[config.mk]
export PLATFORM = sky130hd
export DESIGN_NAME = mole_spawner
export DESIGN_NICKNAME = d
export VERILOG_FILES = /design/src/rtl/mole_spawner.sv
export SDC_FILE = /design/constraint.sdc
export NUM_CORES = 1
export LEC_CHECK = 0
export CORE_MARGIN = 2
export CORE_UTILIZATION = 55
export DETAILED_ROUTE_END_ITERATION = 7
export HOLD_SLACK_MARGIN = 0.12
export PLACE_DENSITY = 0.76
export SYNTH_ARGS = -nofsm -noshare
export SYNTH_HDL_FRONTEND = slang
export SYNTH_SLANG_ARGS = --single-unit
[constraint.sdc]
create_clock -name clk -period 9.1 [get_ports clk]
set_clock_uncertainty 0.1 [all_clocks]
set_input_delay 2.275 -clock clk [delete_from_list [all_inputs] [get_ports clk]]
set_output_delay 2.275 -clock clk [all_outputs]
set_load 0.01 [all_outputs]
[src/rtl/mole_spawner.sv]
// Whack-a-mole spawner: lights one pseudo-random LED per window, blank gap between moles, counts misses.
// Optional macro SPEEDUP_EN: each hit shortens the mole window by STEP down to MIN_TIME.
module mole_spawner #(
    parameter int          N_LEDS    = 18,
    parameter int          MOLE_TIME = 50_000_000,
    parameter int          GAP_TIME  = 12_500_000,
    parameter logic [15:0] SEED      = 16'hACE1,
    parameter int          MIN_TIME  = 12_500_000,
    parameter int          STEP      = 2_500_000
) (
    input  logic              clk,
    input  logic              rst,
    input  logic              start,
    input  logic              hit,
    output logic [N_LEDS-1:0] ledr,
    output logic [4:0]        mole_idx,
    output logic              active,
    output logic              miss,
    output logic [7:0]        miss_cnt
);

    localparam logic [1:0]        IDLE      = 2'd0;
    localparam logic [1:0]        GAP       = 2'd1;
    localparam logic [1:0]        SHOW      = 2'd2;
    localparam logic [15:0]       LFSR_INIT = (SEED == 16'h0000) ? 16'hACE1 : SEED;
    localparam logic [5:0]        NL        = 6'(N_LEDS);
    localparam logic [31:0]       GAP_LOAD  = 32'(GAP_TIME - 1);
    localparam logic [31:0]       MOLE_WIN  = 32'(MOLE_TIME);
    localparam logic [N_LEDS-1:0] LED_ONE   = N_LEDS'(1);

    if (N_LEDS < 2 || N_LEDS > 32 || MOLE_TIME < 2 || GAP_TIME < 1 ||
        MIN_TIME < 1 || STEP < 0) begin : g_param_check
        $error("mole_spawner: illegal parameter set");
    end

    logic [1:0]  state;
    logic [31:0] timer;
    logic [15:0] lfsr;
    logic [31:0] win;
    logic [5:0]  cand_w;
    logic [4:0]  cand;

    function automatic logic [7:0] sat_inc(input logic [7:0] v);
        return (v == 8'hFF) ? v : v + 8'd1;
    endfunction

    // LFSR runs every cycle regardless of state so mole order depends on player timing
    always_ff @(posedge clk or posedge rst) begin
        if (rst)
            lfsr <= LFSR_INIT;
        else
            lfsr <= {lfsr[14:0], lfsr[15] ^ lfsr[13] ^ lfsr[12] ^ lfsr[10]};
    end

    always_comb begin
        cand_w = {1'b0, lfsr[4:0]};
        if (cand_w >= NL) cand_w = cand_w - NL;
        if (cand_w >= NL) cand_w = 6'd0;
        if (cand_w[4:0] == mole_idx)
            cand_w = (cand_w == NL - 6'd1) ? 6'd0 : cand_w + 6'd1;
        cand = cand_w[4:0];
    end

`ifdef SPEEDUP_EN
    localparam logic [31:0] MIN_WIN    = 32'(MIN_TIME);
    localparam logic [31:0] STEP_W     = 32'(STEP);
    localparam logic [31:0] SHRINK_MIN = 32'(MIN_TIME + STEP);

    function automatic logic [31:0] shrink_clamp(input logic [31:0] w);
        return (w >= SHRINK_MIN) ? w - STEP_W : MIN_WIN;
    endfunction

    always_ff @(posedge clk or posedge rst) begin
        if (rst)
            win <= MOLE_WIN;
        else if (state == IDLE && start)
            win <= MOLE_WIN;
        else if (state == SHOW && start && hit)
            win <= shrink_clamp(win);
    end
`else
    assign win = MOLE_WIN;
`endif

    always_ff @(posedge clk or posedge rst) begin
        if (rst) begin
            state    <= IDLE;
            timer    <= '0;
            ledr     <= '0;
            mole_idx <= '0;
            miss     <= 1'b0;
            miss_cnt <= '0;
        end else begin
            miss <= 1'b0;
            case (state)
                IDLE: begin
                    ledr <= '0;
                    if (start) begin
                        state <= GAP;
                        timer <= GAP_LOAD;
                    end
                end
                GAP: begin
                    ledr <= '0;
                    if (!start) begin
                        state <= IDLE;
                    end else if (timer == '0) begin
                        state    <= SHOW;
                        mole_idx <= cand;
                        ledr     <= LED_ONE << cand;
                        timer    <= win - 32'd1;
                    end else begin
                        timer <= timer - 32'd1;
                    end
                end
                SHOW: begin
                    // a hit on the timeout cycle wins over the miss
                    if (!start) begin
                        state <= IDLE;
                        ledr  <= '0;
                    end else if (hit) begin
                        state <= GAP;
                        ledr  <= '0;
                        timer <= GAP_LOAD;
                    end else if (timer == '0) begin
                        state    <= GAP;
                        ledr     <= '0;
                        timer    <= GAP_LOAD;
                        miss     <= 1'b1;
                        miss_cnt <= sat_inc(miss_cnt);
                    end else begin
                        timer <= timer - 32'd1;
                    end
                end
                default: begin
                    state <= IDLE;
                    ledr  <= '0;
                end
            endcase
        end
    end

    assign active = (state == SHOW);

endmodule

==> run metrics, run 1 <==
status=complete, no violations; post-route clock period utilization=0.4639; Cell Pwr Density=approximately 180 nW/um^2; CP top delay family=buffers and inverters; cell area after technology mapping=4424 um^2; H-tree depth=3; Synth Instances=469; Synth Register Bits=82; max cap viols=0; Setup WS post-layout=4.879 ns; vias per cell=6.089; Post-synth EDFFs=0; hpwl dp=6.941 mm; CTS tree=yes; Slew headroom=0.2040; cts hold-fix bufs=0; Design Area, Final=approximately 5000 um^2; fin cells=610; antenna cells=0; Worst Path Max Fanout=9; cts repair resizes=0; die height=93.69 um; largest family of logic cells by synthesized area=compound AO/OA/AOI/OAI gates; final worst path period need=about 4.2 ns; DP Cell Count=between 500 and 600; top-count cell post-synth=dfrtp_1; ys async rst share=1.000; die width=about 94 um; worst vdd ir=a little over 0.1 mV; layout cells sized above 1=0.08858; Post-synth top cells=dfrtp_1, nand2_1, nor2_1, a21oi_1, o21ai_0; actual slew at the worst max-slew pin=around 1.2 ns; Clock Latency Late Sink=roughly 0.36 ns; Final ANT Viol Nets=0; antenna violations before repair=0; core area=7767 um^2; DR iter-0 viols=about 240; largest cells by area after synthesis=dfrtp_1, dfstp_2, nand2_1, o31ai_1, a21oi_1; Ports=37; Wirelength per Cell=16.50 um; Synthesized Nets=about 480; Final Max Tran Viols=0; worst hold path type=reg -> reg; IO Port Bufs=36; TritonCTS Buffers=9; crit path buf inv count=2; post-CTS setup repair buffer count=0; gr usage total=0.2410; top achievable clock speed=between 0.2 and 0.25 GHz; RSZ-0062 raised after global routing=false; compound-cell area share of the yosys netlist=0.2350; synthesis warning total=0; GRT overflow=0; P_leak=~2.0 nW; die area=8778 um^2; ys flop type=dfrtp_1; Layout area overhead=13.86%; Vias=3,714; critical path data arrival time=1.85 ns; Worst EP required=slightly below 7 ns; fraction of synthesized cell area in xor and xnor cells=0.02574; TNS Setup=0 ns; initial core utilization=0.5696; TritonRoute pass-1 iters=5; vias in the first global route=around 3,500; dpl ws=4.553 ns; slowest CP cell=clkdlybuf4s50_1; largest net degree at the start of global routing=83; FF-to-FF setup slack=approximately 5.6 ns; CP cell instances=inv_1 > ha_1 > clkdlybuf4s50_1; simple-gate share of the synthesized area=0.2067; post-synth top area share=0.4186; critical path type=reg -> out; leading area contributor after synthesis=dfrtp_1; Seq/Total Area, Yosys=0.4661; worst hold slack=between 0.2 and 0.3 ns; CTS Sinks=slightly above 80; crit path launch type=flop; Worst path max stage delay=approximately 0.6 ns; num rows=32; first-pass GRT wire length=16.83 mm; Synth cell types=64; final hold viol count=0; clk buf depth=2; nets@finish=between 500 and 600; DRC=0; adder-cell share of the synthesized area=0.02828; drt total wl=about 10 mm; endpoints failing setup=0; clock-pin transition on the worst setup and hold timing paths=0.08 ns; post-synthesis mux area share=0.007070; Avg Inst Size Synth=about 9.4 um^2; GPL Wtd Cong=between 0.9 and 1; placed instance area=between 4000 and 5000 um^2; CTS root buf=clkbuf_8; CP Capture Type=output port
## per-layer routing
metal | vias to the layer above | wire length, um | track usage | share of wire
met5 | - | 0 | 0 | 0
met4 | 0 | 120 | 0.06522 | 0.012
met3 | 11 | 554 | 0.04173 | 0.055
met2 | 121 | 4471 | 0.3619 | 0.44
met1 | 1790 | 4918 | 0.3624 | 0.49
li1 | 1792 | - | - | -
## area by class of cell
| class | count | area [um^2] |
|---|---|---|
| well taps | 102 | 127.6 |
| repair buffers | 39 | 382.9 |
| clock inverters | 7 | 51.30 |
| fillers | 667 | 2730 |
| inverters | 17 | 65.06 |
| multi-input cells | 354 | 2225 |
| clock buffers | 9 | 123.9 |
| flip-flops and latches | 82 | 2062 |
## power breakdown
group,leakage [nW],switching (mW),internal (mW)
Clock,0.0864,0.142,0.101
Combinational,0.902,0.121,0.0846
Sequential,1.05,0.0394,0.396
Total,2.04,0.302,0.581
## per-stage QoR
stage                     utilization  power [mW]
after floorplan                     -      0.5979
after global placement         0.6260      0.6390
after detailed placement       0.6260      0.6440
after CTS                      0.6485      0.8854
after global routing           0.6485      0.9330
final                          0.6485      0.8834
## flip-flops by register name, indices dropped and copies added (netlist names)
signal and flops:
miss 1, miss_cnt 8, ledr 18, timer 32, state 2, lfsr 16
mole_idx 5
## cells in the final DEF, fill, tap and decap left out, drive strengths merged, types with 3 or more instances in the layout
master,count
o21a,5
nand2b,4
clkinv,3
and2,3
dfrtp,74
nand2,54
nor2,37
a21oi,36
and3,4
ha,10
dfstp,8
xor2,3
nor2b,10
o31a,3
o31ai,25
o2111ai,3
or3,7
o21bai,3
a21o,3
clkdlybuf4s50,36
a32o,3
a31oi,9
nor4,8
o211ai,3
clkbuf,9
nand3,8
nand4b,3
nor3,17
inv,19
buf,3
xnor2,10
nand4,3
o21ai,37
o22a,11
or2,5
nand3b,4
## cell families (layout without fill, tap and decap cells)
group / Yosys count / in the layout
AOI/OAI and AO/OA: 155 / 155
xor gates and xnor gates: 13 / 13
adders and majority gates: 10 / 10
buffers and inverters: 33 / 72
DFF: 82 / 82
muxes: 3 / 3
and+or+nand+nor: 173 / 173
## path summary, 6_finish.rpt
check | startpoint | end | cells past startpoint
setup / recovery | state[0] | active | 3
hold / removal | lfsr[14] | lfsr[15] | 0
setup reg to reg | lfsr[1] | ledr[17] | 12
hold reg to reg | lfsr[14] | lfsr[15] | 0
max in group asynchronous | rst | timer[10] | 3
min in group asynchronous | rst | ledr[2] | 3
Power figures use the tool's default switching activity.
==> run 2: changes to the inputs <==
==> constraint.sdc (replaced) <==
create_clock -name clk -period 4.15 [get_ports clk]
set_clock_uncertainty 0.1 [all_clocks]
set_input_delay 1.0375 -clock clk [delete_from_list [all_inputs] [get_ports clk]]
set_output_delay 1.0375 -clock clk [all_outputs]
set_load 0.01 [all_outputs]
==> run metrics, run 2 (synthesis gave the netlist of run 1 again) <==
top achievable clock speed=between 0.3 and 0.4 GHz; GRT overflow=0; Ports=37; Final ANT Viol Nets=0; Clock Latency Late Sink=roughly 0.36 ns; Int Pwr=~1.3 mW; die width=about 94 um; cts hold-fix bufs=0; Layout area overhead=14.48%; endpoints failing setup=0; critical path type=reg -> reg; worst hold slack=0.2531 ns; logic gate share of total power=0.234; # fillers=around 630; Worst path max stage delay=0.56 ns; die height=~94 um; CP cell instances=ha_1 > nor2b_1 > o32ai_1 > a31oi_1 > nand2b_1 > inv_1 > ha_1 > nand2_1 > nand2_1 > o21ba_2 > o21ai_1 > o31ai_1; antenna violations before repair=0; final worst path period need=~3.3 ns; layout cells sized above 1=0.09216; Clock power frac=0.279; CTS tree=yes; CP Capture Type=flop; post-route clock period utilization=0.7877; DR iter-0 viols=291; hpwl dp=~7.0 mm; actual slew at the worst max-slew pin=0.8799 ns; status=complete, no violations; worst vdd ir=approximately 0.25 mV; worst hold path type=reg -> reg; vias per cell=6.070; P_leak=2.056 nW; IO Port Bufs=36; RSZ-0062 raised after global routing=false; Worst Path Max Fanout=10; antenna cells=0; Cell Pwr Density=386.5 nW/um^2; DRC=0; final hold viol count=0; net load switching power=approximately 0.68 mW; FF-to-FF setup slack=0.88 ns; Global Route met3 Usage=0.04173; slowest CP cell=o21ai_1; die area=8778 um^2; vias in the first global route=3,474; CTS root buf=clkbuf_8; max cap viols=0; met1 Track Usage GR=0.3731; num rows=32; core area=about 7800 um^2; Net Sw Frac=0.3455; TritonCTS Buffers=9; Wirelength per Cell=between 15 and 20 um; DP Cell Count=596; clock-pin transition on the worst setup and hold timing paths=0.09 ns; first-pass GRT wire length=17.12 mm; H-tree depth=3; fin cells=612; gr usage total=0.2466; largest net degree at the start of global routing=51; Worst EP required=~4.3 ns; cts repair resizes=0; Final Max Tran Viols=0; biggest regs=timer (32), ledr (18), lfsr (16); nets@finish=approximately 520; overall power=1.958 mW; Slew headroom=0.4112; critical path data arrival time=~3.4 ns; met2 Usage GRT=0.3530; crit path launch type=flop; commonest cells after routing, fill and taps aside=dfrtp_1, nand2_1, nor2_1; commonest non-fill, non-tap cell in the layout=dfrtp_1; initial core utilization=0.5696; clk buf depth=2; GPL Wtd Cong=around 0.9; max reg flops=32; Vias=around 3,700; TNS Setup=0 ns; drt total wl=a little under 10 mm; most used routing layer=met1; TritonRoute pass-1 iters=4; most flop-heavy register=timer; Reg power frac=0.487; CTS Sinks=about 80; post-CTS setup repair buffer count=0
==> run 2: changes by cell type in the layout (fill, tap and decap cells not counted), sizes merged <==
cell      delta
buf          +2
inv          -1
clkinv       +2
clkinvlp     -1
==> run 2: cell type report <==
class                      count  area (um^2)  share of cell area
multi-input combinational    354         2225              0.4392
sequential                    82         2062              0.4071
timing repair buffer          41        397.9             0.07856
tap                          102        127.6             0.02520
clock buffer                   9        123.9             0.02446
inverter                      17        65.06             0.01285
clock inverter                 7        63.81             0.01260
==> run 2: power by group through the flow <==
stage	sequential, mW	clock, mW	combinational (mW)
after global placement	0.962	0	0.443
after CTS	0.950	0.557	0.455
after floorplan	0.946	0	0.365
final	0.953	0.547	0.458
after detailed placement	0.965	0	0.453
after global routing	0.964	0.584	0.518
==> run 2: final timing paths <==
| path | startpoint | endpoint | cells after the start |
|---|---|---|---|
| worst max-delay path | lfsr[1] | ledr[11] | 12 |
| worst min-delay path | lfsr[8] | lfsr[9] | 0 |
| worst max register to register | lfsr[1] | ledr[11] | 12 |
| worst min register to register | lfsr[8] | lfsr[9] | 0 |
| max in group asynchronous | rst | lfsr[5] | 3 |
| min in group asynchronous | rst | ledr[10] | 2 |
==> run 2: metal layers <==
layer	part of all wire	up-vias
li1	-	1798
met1	0.48	1810
met2	0.45	93
met3	0.047	14
met4	0.015	0
met5	0	-
==> run 2: per-stage QoR <==
stage                       util  setup slack [ns]  cell area [um^2]
after CTS                 0.6521            0.8937              5065
after floorplan                -            0.9173              4424
after detailed placement  0.6279            0.8358              4877
final                     0.6521            0.8812              5065
after global placement    0.6279            0.8263              4877
after global routing      0.6521            0.5607              5065
==> run 2: critical path, delay by kind of cell, from the launching register on <==
| kind | cells | cell delay [ns] |
|---|---|---|
| flops | 1 | 0.49 |
| compound gates | 5 | 1.29 |
| simple gates | 4 | 0.71 |
| fa+ha+maj | 2 | 0.44 |
| buf+inv | 1 | 0.10 |
==> patch 1 (flow settings as in run 1) <==
Add a define of `SPEEDUP_EN`.
--- a/src/rtl/mole_spawner.sv
+++ b/src/rtl/mole_spawner.sv
@@ -1,5 +1,7 @@
 // Whack-a-mole spawner: lights one pseudo-random LED per window, blank gap between moles, counts misses.
 // Optional macro SPEEDUP_EN: each hit shortens the mole window by STEP down to MIN_TIME.
+`define SPEEDUP_EN
+
 module mole_spawner #(
     parameter int          N_LEDS    = 18,
     parameter int          MOLE_TIME = 50_000_000,
Check against the original RTL: no difference found for any inputs over 10 cycles, from zero or initial values and one cycle with rst high; that may be too few to reach the edited logic, so the function may still have changed.
==> patch 1 against run 1 <==
  * Area after synthesis grew 52%
  * Power grew 81%
  * Wire length grew 75%
  * Sequential cell count grew 27
  * Clock power grew 71%
  * Worst setup slack lost 600 ps
  * Maximum frequency shrank 12%
  * Combinational power grew to 2.7 times the old value
  * Hold slack lost 5.7 ps
  * Cell area grew 48%
  * Via count grew 64%
  * Synthesized cell count grew 67%
  * Sequential share of layout area shrank 3.9 points
  * Die area grew 50%
  * Critical endpoint is now timer[20]$_DFFE_PP0P_
  * Highest routed layer unchanged
==> patch 1: results (changes against run 1) <==
dpl cells=923 (was 594); sw frac=40.0% (was 34.2%); synth cell count leaders=89 x dfrtp_1, 84 x nand2_1, 75 x nor2_1 (was 74 x dfrtp_1, 54 x nand2_1, 37 x nor2_1); Worst path top cell family by delay=compound AO/OA/AOI/OAI gates (was buffers and inverters); Pleak=2.97 nW (was 2.04 nW); sequential cell count=109 (was 82); fraction of layout cells with a size suffix above 1=8.33% (was 8.86%); Signal buf overhead=5.15% (was 7.60%); Fillers=1029 (was 667); Post-DP Area=7120 um^2 (was 4860 um^2); Reg2Reg Depth=7 (was 12); status=complete, no violations (unchanged); Critical Path Start=start (was state[0]$_DFFE_PP0P_); vias in the first global route=5813 (was 3453); Detailed Place HPWL=12.5 mm (was 6.94 mm); wl on met1=8.08 mm (was 4.92 mm); Vias/cell=6.48 (was 6.09); root buffer cell=clkbuf_16 (was clkbuf_8); multi-input combinational area share=50.0% (was 44.2%); worst relative slew slack=16.8% (was 20.4%); Synth Instances=781 (was 469); sequential area share after synthesis=40.9% (was 46.6%); met3 WL=1.39 mm (was 554 um); Largest regs=timer x32, win x27, ledr x18 (was timer x32, ledr x18, lfsr x16); worst-path fanout max=15 (was 9); pin count of the biggest net entering global routing=62 (was 83); # clk buffers=9 (unchanged); layout net count=804 (was 517); comb_multi_in=605 (was 354); Worst IR Drop VDD=0.182 mV (was 0.103 mV); gpl congestion=0.943 (was 0.901); sequential cell area share=37.0% (was 40.9%); first-pass GRT wire length=30.0 mm (was 16.8 mm); GRT Overall Usage=28.7% (was 24.1%); detailed route wirelength on metal2=7.79 mm (was 4.47 mm); inverters=23 (was 17); via count=6089 (was 3714)
[patch 1: through the flow]
| stage | power, W | worst slack [ps] | util (%) | hold WS (ps) |
|---|---|---|---|---|
| 6_report | 0.00160 | 4280 | 62.1 | 253 |
| 4_1_cts | 0.00160 | 4380 | 62.1 | 255 |
| 5_1_grt | 0.00170 | 4130 | 62.1 | 260 |
| 2_1_floorplan | 0.00104 | 3880 | - | 231 |
| 3_3_place_gp | 0.00116 | 4110 | 59.5 | 238 |
| 3_5_place_dp | 0.00118 | 3980 | 59.5 | 236 |
[patch 1: power by group through the flow]
stage | Sequential (W) | Combinational [W] | Clock [W]
floorplan | 0.000594 | 0.000446 | 0
global placement | 0.000631 | 0.000530 | 0
detailed placement | 0.000634 | 0.000545 | 0
CTS | 0.000626 | 0.000548 | 0.000426
global route | 0.000640 | 0.000616 | 0.000445
finish | 0.000629 | 0.000559 | 0.000415
[patch 1: worst paths after layout]
check                                          end  slack [ps]
max                          timer[20]$_DFFE_PP0P_        4280
min reg2reg                     lfsr[15]$_DFF_PP1_         250
min in group asynchronous  miss_cnt[0]$_DFFE_PP0P_        2250
min                             lfsr[15]$_DFF_PP1_         250
max in group asynchronous     timer[5]$_DFFE_PP0P_        5470
max reg2reg                   ledr[14]$_DFFE_PP0P_        5320
[patch 1: logic make-up after synthesis]
logic type | synth area share [%]
AOI/OAI and AO/OA | 23.4
muxes | 0.464
and+or+nand+nor | 22.8
xor gates and xnor gates | 5.98
DFF | 40.9
buffers and inverters | 4.10
adders and majority gates | 2.41
[patch 1: layer usage]
layer / global-route usage [%] / vias up
met1: 42.4 / 2936
met4: 8.13 / 0
li1: - / 2847
met5: 0 / -
met3: 6.51 / 31
met2: 42.2 / 275
==> patch 2 (config.mk and constraints of run 1) <==
Made on the original files. Put a register stage on the output `active`, with the module's reset. The value now appears one clock later. The other outputs are not delayed to match.
--- a/src/rtl/mole_spawner.sv
+++ b/src/rtl/mole_spawner.sv
@@ -140,7 +140,13 @@
         end
     end
 
-    assign active = (state == SHOW);
+    always_ff @(posedge clk or posedge rst) begin
+        if (rst) begin
+            active <= '0;
+        end else begin
+            active <= (state == SHOW);
+        end
+    end
 
 endmodule
 
Behaviour: no difference found for any inputs over 10 cycles, from zero or initial values and one cycle with rst high; that may be too few to reach the edited logic, so the function may still have changed.
==> patch 2 against run 1 <==
  * Cell count increased by 2.5%
  * Power rose by 18%
  * Critical path depth up 6
  * Global-route usage decreased by 0.38 points
  * Sequential cell count is 1 higher
  * Worst setup slack worse by 380 ps
  * Cell area up 0.89%
  * Wire length is 3.4% lower
  * Utilization up 0.58 points
  * Area after synthesis rose by 0.57%
  * Critical endpoint is now timer[13]$_DFFE_PP0P_
  * Highest routed layer unchanged
==> patch 2: results (changes against run 1) <==
pin count of the biggest net entering global routing=84 (was 83); synth cell count leaders=75 x dfrtp_1, 61 x nand2_1, 47 x o21ai_0 (was 74 x dfrtp_1, 54 x nand2_1, 37 x nor2_1); Post-DP Area=4900 um^2 (was 4860 um^2); synth top area cells=dfrtp_1 42%, o21ai_0 5.3%, nand2_1 5.1% (was dfrtp_1 42%, dfstp_2 4.8%, nand2_1 4.6%); hold_sp=lfsr[6]$_DFF_PP1_ (was lfsr[14]$_DFF_PP0_); Arr. time, crit path=4760 ps (was 1850 ps); worst-margin pin slew=1150 ps (was 1190 ps); Worst IR Drop VDD=0.176 mV (was 0.103 mV); GRT Overall Usage=23.7% (was 24.1%); Place WS=4170 ps (was 4550 ps); Routed WL=9.72 mm (was 10.1 mm); sequential area share after synthesis=46.9% (was 46.6%); Reg2Reg Depth=15 (was 12); r2r setup slk=5170 ps (was 5640 ps); Vias/cell=6.10 (was 6.09); vias in the first global route=3436 (was 3453); Starting DRT DRC Count=185 (was 241); gpl congestion=0.912 (was 0.901); Detailed Place HPWL=6.71 mm (was 6.94 mm); Pleak=2.12 nW (was 2.04 nW); synthesized net count=498 (was 483); Worst Hold Endpoint=lfsr[7]$_DFF_PP1_ (was lfsr[15]$_DFF_PP1_); RR Endpoint=ledr[16]$_DFFE_PP0P_ (was ledr[17]$_DFFE_PP0P_); worst-path fanout max=17 (was 9); status=complete, no violations (unchanged); WHS=254 ps (was 259 ps); synth unique cells=69 (was 64); fraction of layout cells with a size suffix above 1=9.56% (was 8.86%)
patch 2: cell count changes in the layout (fill, tap and decap cells not counted), sizes merged, moves of 3 or more:
cell / before / now
nor2b: 10 / 4
o21a: 5 / 1
o21ai: 37 / 49
nand2b: 4 / 7
a21oi: 36 / 41
or4: 2 / 8
o31ai: 25 / 11
o2111ai: 3 / 0
nor2: 37 / 45
nand2: 54 / 62
patch 2: cell families (layout without fill, tap and decap cells):
logic type	Yosys count	count (layout)	synth area share, %
AO/OA/AOI/OAI	154	154	22.2
multiplexers	3	3	0.703
buffers and inverters	31	70	2.92
XOR/XNOR	14	14	2.76
adder cells (fa/ha/maj)	10	10	2.81
AND/OR/NAND/NOR	189	189	21.7
flip-flops	83	83	46.9
patch 2: layout make-up:
type                       instances  area, um^2
fill                             647        2690
multi-input combinational        370        2250
sequential                        83        2090
timing repair buffer              38         375
clock buffer                      10         138
tap                              102         128
inverter                          16        61.3
clock inverter                     6        47.5
patch 2: how the worst max path moves through the flow:
stage / start / to / slack (ps) / depth (start not counted)
finish: start / timer[13]$_DFFE_PP0P_ / 4500 / 9
global placement: start / timer[21]$_DFFE_PP0P_ / 4230 / 9
global route: start / timer[21]$_DFFE_PP0P_ / 4220 / 9
CTS: start / timer[21]$_DFFE_PP0P_ / 4550 / 9
floorplan: rst / active$_DFF_PP0_ / 4600 / 1
detailed placement: start / timer[21]$_DFFE_PP0P_ / 4170 / 9
patch 2: power groups by stage:
stage	logic (W)	clock network, W	registers (W)
6_report	0.000338	0.000253	0.000448
5_1_grt	0.000380	0.000279	0.000454
2_1_floorplan	0.000265	0	0.000444
3_5_place_dp	0.000334	0	0.000452
4_1_cts	0.000335	0.000258	0.000447
3_3_place_gp	0.000324	0	0.000452
patch 2: layer usage:
layer / global-route usage, % / part of all wire (%)
met1: 34.0 / 46
met4: 7.61 / 1.4
met5: 0 / 0
met3: 5.14 / 6.6
met2: 36.1 / 46
patch 2: through the flow:
step,power (W),cells
2_1_floorplan,0.000709,484
3_3_place_gp,0.000776,609
3_5_place_dp,0.000786,609
4_1_cts,0.00104,625
5_1_grt,0.00111,625
6_report,0.00104,625
patch 2: critical path, stage by stage:
cell and delay [ps]:
clkdlybuf4s50_1 610, inv_1 100, a21oi_1 130, buf_4 230
nand3_1 500, nor2_1 530, o21ai_0 160, a21oi_1 160
nor2_1 50
